<file path="config.mk">
export PLATFORM = sky130hd
export DESIGN_NAME = fetch_stage
export DESIGN_NICKNAME = d
export VERILOG_FILES = /design/src/rtl/fetch_stage.sv
export SDC_FILE = /design/constraint.sdc
export NUM_CORES = 1
export LEC_CHECK = 0
export ABC_CLOCK_PERIOD_IN_PS = 2800
export BUFFER_PORTS_ARGS = -buffer_cell sky130_fd_sc_hd__buf_2
export CAP_MARGIN = 20
export CORE_MARGIN = 3
export CORE_UTILIZATION = 55
export DETAILED_ROUTE_END_ITERATION = 8
export PLACE_DENSITY = 0.84
export SLEW_MARGIN = 0
export SYNTH_ARGS = -nofsm -noshare
export SYNTH_HDL_FRONTEND = slang
export SYNTH_SLANG_ARGS = --single-unit
</file>
<file path="constraint.sdc">
create_clock -name clk -period 2.8 [get_ports clk]
set_input_delay 0.14 -clock clk [delete_from_list [all_inputs] [get_ports clk]]
set_output_delay 0.14 -clock clk [all_outputs]
set_load 0.02 [all_outputs]
</file>
<file path="src/rtl/fetch_stage.sv">
// Instruction fetch stage with IF/ID register, one-entry return buffer and
// abandoned-request tracking so a redirect never breaks the memory handshake.
module fetch_stage #(
    parameter int                    ADDR_WIDTH  = 32,
    parameter int                    INSTR_WIDTH = 32,
    parameter int                    PC_STEP     = 4,
    parameter logic [ADDR_WIDTH-1:0] RESET_PC    = '0
) (
    input  logic                   clk,
    input  logic                   rst,
    input  logic                   hazard_detected,
    input  logic                   branch_taken,
    input  logic [ADDR_WIDTH-1:0]  branch_target,
    output logic                   imem_req,
    output logic [ADDR_WIDTH-1:0]  imem_addr,
    input  logic                   imem_ready,
    input  logic [INSTR_WIDTH-1:0] imem_rdata,
    output logic [ADDR_WIDTH-1:0]  pc_ID,
    output logic [ADDR_WIDTH-1:0]  pc_plus_ID,
    output logic [INSTR_WIDTH-1:0] instr_ID,
    output logic                   valid_ID
);

    localparam logic [1:0] ST_RUN  = 2'd0;
    localparam logic [1:0] ST_HOLD = 2'd1;
    localparam logic [1:0] ST_DROP = 2'd2;

    localparam logic [ADDR_WIDTH-1:0] STEP = ADDR_WIDTH'(PC_STEP);

    logic [1:0]             state_reg, state_next;
    logic [ADDR_WIDTH-1:0]  pc_reg, pc_next;
    logic [ADDR_WIDTH-1:0]  drop_addr_reg, drop_addr_next;
    logic [ADDR_WIDTH-1:0]  buf_pc_reg, buf_pc_next;
    logic [INSTR_WIDTH-1:0] buf_instr_reg, buf_instr_next;
    logic [ADDR_WIDTH-1:0]  pc_id_reg, pc_id_next;
    logic [INSTR_WIDTH-1:0] instr_id_reg, instr_id_next;
    logic                   valid_id_reg, valid_id_next;
    logic [ADDR_WIDTH-1:0]  pc_inc;

    assign pc_inc = pc_reg + STEP;

    // The request is forced low while reset is asserted, independent of state.
    assign imem_req   = rst && (state_reg != ST_HOLD);
    assign imem_addr  = (state_reg == ST_DROP) ? drop_addr_reg : pc_reg;
    assign pc_ID      = pc_id_reg;
    assign pc_plus_ID = pc_id_reg + STEP;
    assign instr_ID   = instr_id_reg;
    assign valid_ID   = valid_id_reg;

    always_comb begin
        state_next     = state_reg;
        pc_next        = pc_reg;
        drop_addr_next = drop_addr_reg;
        buf_pc_next    = buf_pc_reg;
        buf_instr_next = buf_instr_reg;
        pc_id_next     = pc_id_reg;
        instr_id_next  = instr_id_reg;
        valid_id_next  = valid_id_reg;

        case (state_reg)
            ST_RUN: begin
                if (branch_taken) begin
                    pc_next       = branch_target;
                    valid_id_next = 1'b0;
                    // An unaccepted request must still complete at its old address.
                    if (!imem_ready) begin
                        drop_addr_next = pc_reg;
                        state_next     = ST_DROP;
                    end
                end else if (hazard_detected) begin
                    if (imem_ready) begin
                        buf_pc_next    = pc_reg;
                        buf_instr_next = imem_rdata;
                        pc_next        = pc_inc;
                        state_next     = ST_HOLD;
                    end
                end else if (imem_ready) begin
                    pc_id_next    = pc_reg;
                    instr_id_next = imem_rdata;
                    valid_id_next = 1'b1;
                    pc_next       = pc_inc;
                end else begin
                    valid_id_next = 1'b0;
                end
            end

            ST_HOLD: begin
                if (branch_taken) begin
                    buf_pc_next    = '0;
                    buf_instr_next = '0;
                    pc_next        = branch_target;
                    valid_id_next  = 1'b0;
                    state_next     = ST_RUN;
                end else if (!hazard_detected) begin
                    pc_id_next    = buf_pc_reg;
                    instr_id_next = buf_instr_reg;
                    valid_id_next = 1'b1;
                    state_next    = ST_RUN;
                end
            end

            ST_DROP: begin
                if (branch_taken) begin
                    pc_next       = branch_target;
                    valid_id_next = 1'b0;
                end else if (!hazard_detected) begin
                    valid_id_next = 1'b0;
                end
                // Completion of the abandoned request always ends the drop,
                // even when a further redirect arrives in the same cycle.
                if (imem_ready) begin
                    state_next = ST_RUN;
                end
            end

            default: begin
                state_next = ST_RUN;
            end
        endcase
    end

    always_ff @(posedge clk or negedge rst) begin
        if (!rst) begin
            state_reg     <= ST_RUN;
            pc_reg        <= RESET_PC;
            drop_addr_reg <= '0;
            buf_pc_reg    <= '0;
            buf_instr_reg <= '0;
            pc_id_reg     <= '0;
            instr_id_reg  <= '0;
            valid_id_reg  <= 1'b0;
        end else begin
            state_reg     <= state_next;
            pc_reg        <= pc_next;
            drop_addr_reg <= drop_addr_next;
            buf_pc_reg    <= buf_pc_next;
            buf_instr_reg <= buf_instr_next;
            pc_id_reg     <= pc_id_next;
            instr_id_reg  <= instr_id_next;
            valid_id_reg  <= valid_id_next;
        end
    end

endmodule

</file>
### Word-level counts from Yosys, hierarchy flattened

Index checks and enable logic that the tools add are counted.

| cells by class | value |
|---|---|
| add/subtract/negate cells | 2 |
| equality and inequality tests | 18 |
| mux-type cells | 40 |
| bitwise gates (word level) | 1 |
| reduce and logical (&&, ||, !) cells | 12 |

Operators by type and width:

| operator | count |
|---|---|
| $mux W32 | 19 |
| $pmux W32 S2 | 5 |
| $add A32 B3 Y32 const B | 2 |
| $ne A3 B3 Y1 const B | 6 |
| $ne A2 B2 Y1 const B | 8 |
| $mux W2 | 7 |
| $reduce_and A5 Y1 | 2 |
| $mux W1 | 7 |
| $pmux W2 S3 | 1 |
| $reduce_and A3 Y1 | 2 |
| $reduce_and A6 Y1 | 1 |
| $ne A2 B1 Y1 const B | 2 |
| $reduce_and A4 Y1 | 1 |
| $reduce_bool A2 Y1 | 2 |
| $pmux W1 S3 | 1 |
| $reduce_bool A3 Y1 | 1 |
| $eq A2 B1 Y1 const B | 1 |
| $eq A2 B2 Y1 const B | 1 |
| $logic_not A2 Y1 | 1 |
| $reduce_or A2 Y1 | 1 |
| $logic_and A1 B1 Y1 | 1 |
| $not A1 Y1 | 1 |

| storage, ports and cells | value |
|---|---|
| flip-flop bits (word level) | 195 |
| input bits | 69 |
| output and inout port bits | 130 |
| logic and storage cells | 81 |

### Logic depth before layout (Yosys ltp)

| logic depth | value |
|---|---|
| depth in word-level cells | 4 |
| mapped depth | 11 |
| depth with buffers taken out | 7 |

### Worst setup path before layout

OpenSTA, ideal clock, no wires.

| timing | value |
|---|---|
| path type | register -> register |
| start | register pc_reg[2] |
| end | register pc_reg[26] |
| library setup time | 69 ps |
| arrival time | 2231 ps |
| required time | 2731 ps |
| slack | 500 ps |
| stages on the path, launching flop included | 8 |
| buffers on the path | 1 |
| clock period less this slack | 2300 ps |
| cell sequence | dfrtp_1 > ha_1 > nand2_1 > or4_1 > buf_2 > or3_4 > or4_1 > nand3_1 |

| on the way | value |
|---|---|
| cells in the longest elaborated chain, start to end | 4 |

RTL lines:

| what | line | text |
|---|---|---|
| from (decl) | 31 | `logic [ADDR_WIDTH-1:0] pc_reg, pc_next;` |
| from (signal assigned) | 134 | `pc_reg <= pc_next;` |
| $add A32 B3 Y32 | 40 | `assign pc_inc = pc_reg + STEP;` |
| $mux W32 | 71, 77 |  |
| $mux W32 | 62 | `if (branch_taken) begin` |
| $pmux W32 S2 | 60 | `case (state_reg)` |

No other way between the ends. The select of a mux whose other input is x is not followed.
A chain may end at the register's enable or synchronous reset.

### Final worst setup path

| timing | value |
|---|---|
| start | register pc_id_reg[4] (netlist: pc_ID[4]) |
| end | output port pc_plus_ID[31] |

| on the way | value |
|---|---|
| cells in the longest elaborated chain, start to end | 1 |

RTL lines:

| what | line | text |
|---|---|---|
| from (decl) | 35 | `logic [ADDR_WIDTH-1:0] pc_id_reg, pc_id_next;` |
| from (signal assigned) | 138 | `pc_id_reg <= pc_id_next;` |
| $add A32 B3 Y32 | 46 | `assign pc_plus_ID = pc_id_reg + STEP;` |
| to (decl) | 19 | `output logic [ADDR_WIDTH-1:0] pc_plus_ID,` |

No other way between the ends.

==> results.sh <==
export IMPL_skew_ns=0.00625
export IMPL_place_detailed_hpwl_mm=17.4
export IMPL_dieArea_mm2=0.0195
export IMPL_grt_pass1_vias=8571
export IMPL_timing_setup_tns_ns=0
export IMPL_worst_pin_slew_ns=0.914
export IMPL_htreeDepth=4
export IMPL_cts_inserted_buffers=17
export IMPL_detail_route_iter0_violations=685
export IMPL_setup_worst_path_start_class="flop"
export IMPL_cellLeakagePower_nw=5.48
export IMPL_yosysSeqAreaShare_pct=49.7
export IMPL_drt_wirelength_per_cell_um=18.4
export IMPL_postSynth_asyncResetShare_pct=100
export IMPL_layout_worst_path_cycle_share_pct=94.7
export IMPL_netlist_top_cells_area="dfrtp_1 (50%), nand2_1 (8.9%), o21ai_0 (7.6%)"
export IMPL_comb_power_share_pct=45.6
export IMPL_fillCellCount=1323
export IMPL_setup_slack_ns=0.148
export IMPL_antenna_diode_count=0
export IMPL_ios=199
export IMPL_postRouteAntennaNets=0
export IMPL_cp_required_ns=2.66
export IMPL_initial_antenna_violation_count=1
export IMPL_worst_slew_margin_rel_pct=39.1
export IMPL_die_height_um=140
export IMPL_synth_seq_cells=195
export IMPL_place_gp_congestion=0.882
export IMPL_finish_instance_area_mm2=0.0120
export IMPL_synth_avg_cell_area_um2=9.42
export IMPL_synth_edff_count=0
export IMPL_achievable_frequency_mhz=377
export IMPL_cts_root_buf="clkbuf_16"
export IMPL_netSwitchingFraction_pct=43.9
export IMPL_synth_largest_type_area_fraction_pct=49.7
export IMPL_synth_warnings=0
export IMPL_synth_largest_area_cell="dfrtp_1"
export IMPL_worst_path_max_fanout=8
export IMPL_post_synth_top_count_cell="nand2_1"
export IMPL_clk_latency_ns=0.43
export IMPL_cts_buffer_depth=2
export IMPL_initial_core_util_pct=56.5
export IMPL_worstSetupPathType="flop to output port"
export IMPL_power_ir_vdd_worst_uv=855
export IMPL_total_standard_cell_area_after_synthesis_mm2=0.00981
export IMPL_postCtsSetupRepairBufs=0
export IMPL_clkSinkCount=195
export IMPL_areaGrowthSynthToFinish_pct=22.4
export IMPL_detail_route_wirelength_mm=26.9
export IMPL_grt_util_all_layers_pct=27.5
export IMPL_placement_stage_cell_area_mm2=0.0110
export IMPL_initial_drt_pass_iterations=5
export IMPL_synth_cell_type_count=47
export IMPL_pwr_density_cell_mw_per_mm2=1250
export IMPL_setup_viol_count_final=0
export IMPL_synth_ff_type="dfrtp_1"
export IMPL_num_vias=8617
export IMPL_clkTransAtPathRegs_ns=0.07
export IMPL_vias_per_std_cell=5.88
export IMPL_chipWidth_um=140
export IMPL_largest_net_degree_at_the_start_of_global_routing=129
export IMPL_synth_commonest_cells="nand2_1 (233), dfrtp_1 (195), o21ai_0 (149)"
export IMPL_cp_data_arrival_time_ns=2.51
export IMPL_period_needed_ns=2.65
export IMPL_layout_drive_gt1_share_pct=25.9
export IMPL_syn_num_nets=1115
export IMPL_std_cell_rows=48
export IMPL_grt_setup_unrepaired="false"
export IMPL_status="completed"
export IMPL_core_area_mm2=0.0174
export IMPL_cap_violations=0
export IMPL_p_int_mw=8.40
export IMPL_final_util_pct=69.2
export IMPL_worst_hold_path_type="input port to flop"
export IMPL_part_of_the_total_power_dissipated_in_sequential_elements_pct=36.7
export IMPL_clockPowerShare_pct=17.7
export IMPL_nets=1302
export IMPL_critPathCaptureType="output port"
export IMPL_report_final_slew_viol_count=0
export IMPL_dpl_ws_ns=0.318
export IMPL_hold_violations=0
export IMPL_netSwitchingPower_mw=6.58
export IMPL_number_of_standard_cells_after_synthesis=1041
export IMPL_grt_first_pass_wirelength_mm=43.9
export IMPL_drc=0
export IMPL_cts_tree="done"
export IMPL_port_buffers=198
export IMPL_grt_overflow_total=0
cells in the final DEF, fill, tap and decap left out, drive strengths merged, types with 9 or more instances in the layout:
| cell type | Yosys | layout |
|---|---|---|
| nor2 | 29 | 29 |
| buf | 28 | 217 |
| mux2i | 70 | 70 |
| and4 | 11 | 11 |
| nand2 | 233 | 233 |
| a21oi | 27 | 27 |
| and3 | 12 | 12 |
| nand3 | 33 | 33 |
| a211oi | 9 | 9 |
| nor3 | 9 | 9 |
| dlygate4sd3 | 0 | 37 |
| clkbuf | 59 | 22 |
| inv | 10 | 12 |
| o21ai | 150 | 150 |
| dfrtp | 195 | 195 |
| xnor2 | 21 | 21 |
| mux2 | 60 | 60 |
| nand4 | 9 | 9 |
power by group through the flow:
stage / clock [mW] / sequential, mW / combinational [mW]
after floorplan: 0 / 5.50 / 4.39
after global placement: 0 / 5.39 / 6.51
after detailed placement: 0 / 5.49 / 6.70
after CTS: 2.68 / 5.44 / 6.79
after global routing: 2.79 / 5.68 / 7.45
final: 2.66 / 5.50 / 6.82
metrics by stage:
| stage | power, mW | hold slack, ns | cells |
|---|---|---|---|
| detailed placement | 12.2 | 0.105 | 1396 |
| global placement | 11.9 | 0.103 | 1396 |
| global route | 15.9 | 0.0305 | 1466 |
| CTS | 14.9 | 0.0147 | 1465 |
| finish | 15.0 | 0.0210 | 1466 |
| floorplan | 9.89 | -0.156 | 1041 |
logic make-up (layout without fill, tap and decap cells):
logic type      after synthesis  after routing  synth area share, %
compound gates              224            224                 12.8
xor+xnor                     28             28                 2.50
flops                       195            195                 49.7
simple gates                362            362                 16.3
fa+ha+maj                     5              5                0.638
buf+inv                      97            297                 4.02
mux                         130            130                 14.0
final timing paths:
check / slack [ns] / start / depth (start not counted) / endpoint
max: 0.15 / pc_ID[4] / 6 / pc_plus_ID[31]
min: 0.02 / branch_target[2] / 3 / pc_reg[2]
max reg2reg: 0.27 / pc_reg[3] / 6 / pc_reg[26]
min reg2reg: 0.48 / instr_ID[5] / 2 / instr_ID[5]
max in group asynchronous: 1.69 / rst / 3 / drop_addr_reg[17]
min in group asynchronous: 0.22 / rst / 2 / instr_ID[21]
layout make-up:
class | instances | area [um^2] | share of cell area [%]
clock buffers | 21 | 470 | 3.92
clock inverters | 11 | 174 | 1.45
flip-flops and latches | 195 | 4880 | 40.6
well taps | 225 | 282 | 2.34
multi-input cells | 749 | 4570 | 38.1
repair buffers | 255 | 1590 | 13.2
inverters | 10 | 37.5 | 0.313
critical path, stage by stage (launching register included):
cell     delay (ns)
dfrtp_1        0.45
and4_1         0.39
nand4_1        0.36
nor2_2         0.30
nand3_1        0.14
xnor2_1        0.23
buf_2          0.21
layer usage:
| layer | up-vias | share of wire [%] | GRT usage, % |
|---|---|---|---|
| li1 | 4001 | - | - |
| met1 | 4142 | 42 | 37.0 |
| met2 | 419 | 48 | 45.5 |
| met3 | 53 | 7.7 | 4.74 |
| met4 | 2 | 2.4 | 9.18 |
| met5 | - | 0.048 | 0 |
what timing repair did:
item / in CTS / in global routing
hold buffers: 37 / 0
endpoints found under the setup margin: 0 / 3
hold endpoints to repair: 74 / 0
resized for setup: 0 / 2
Power figures use the tool's default switching activity.
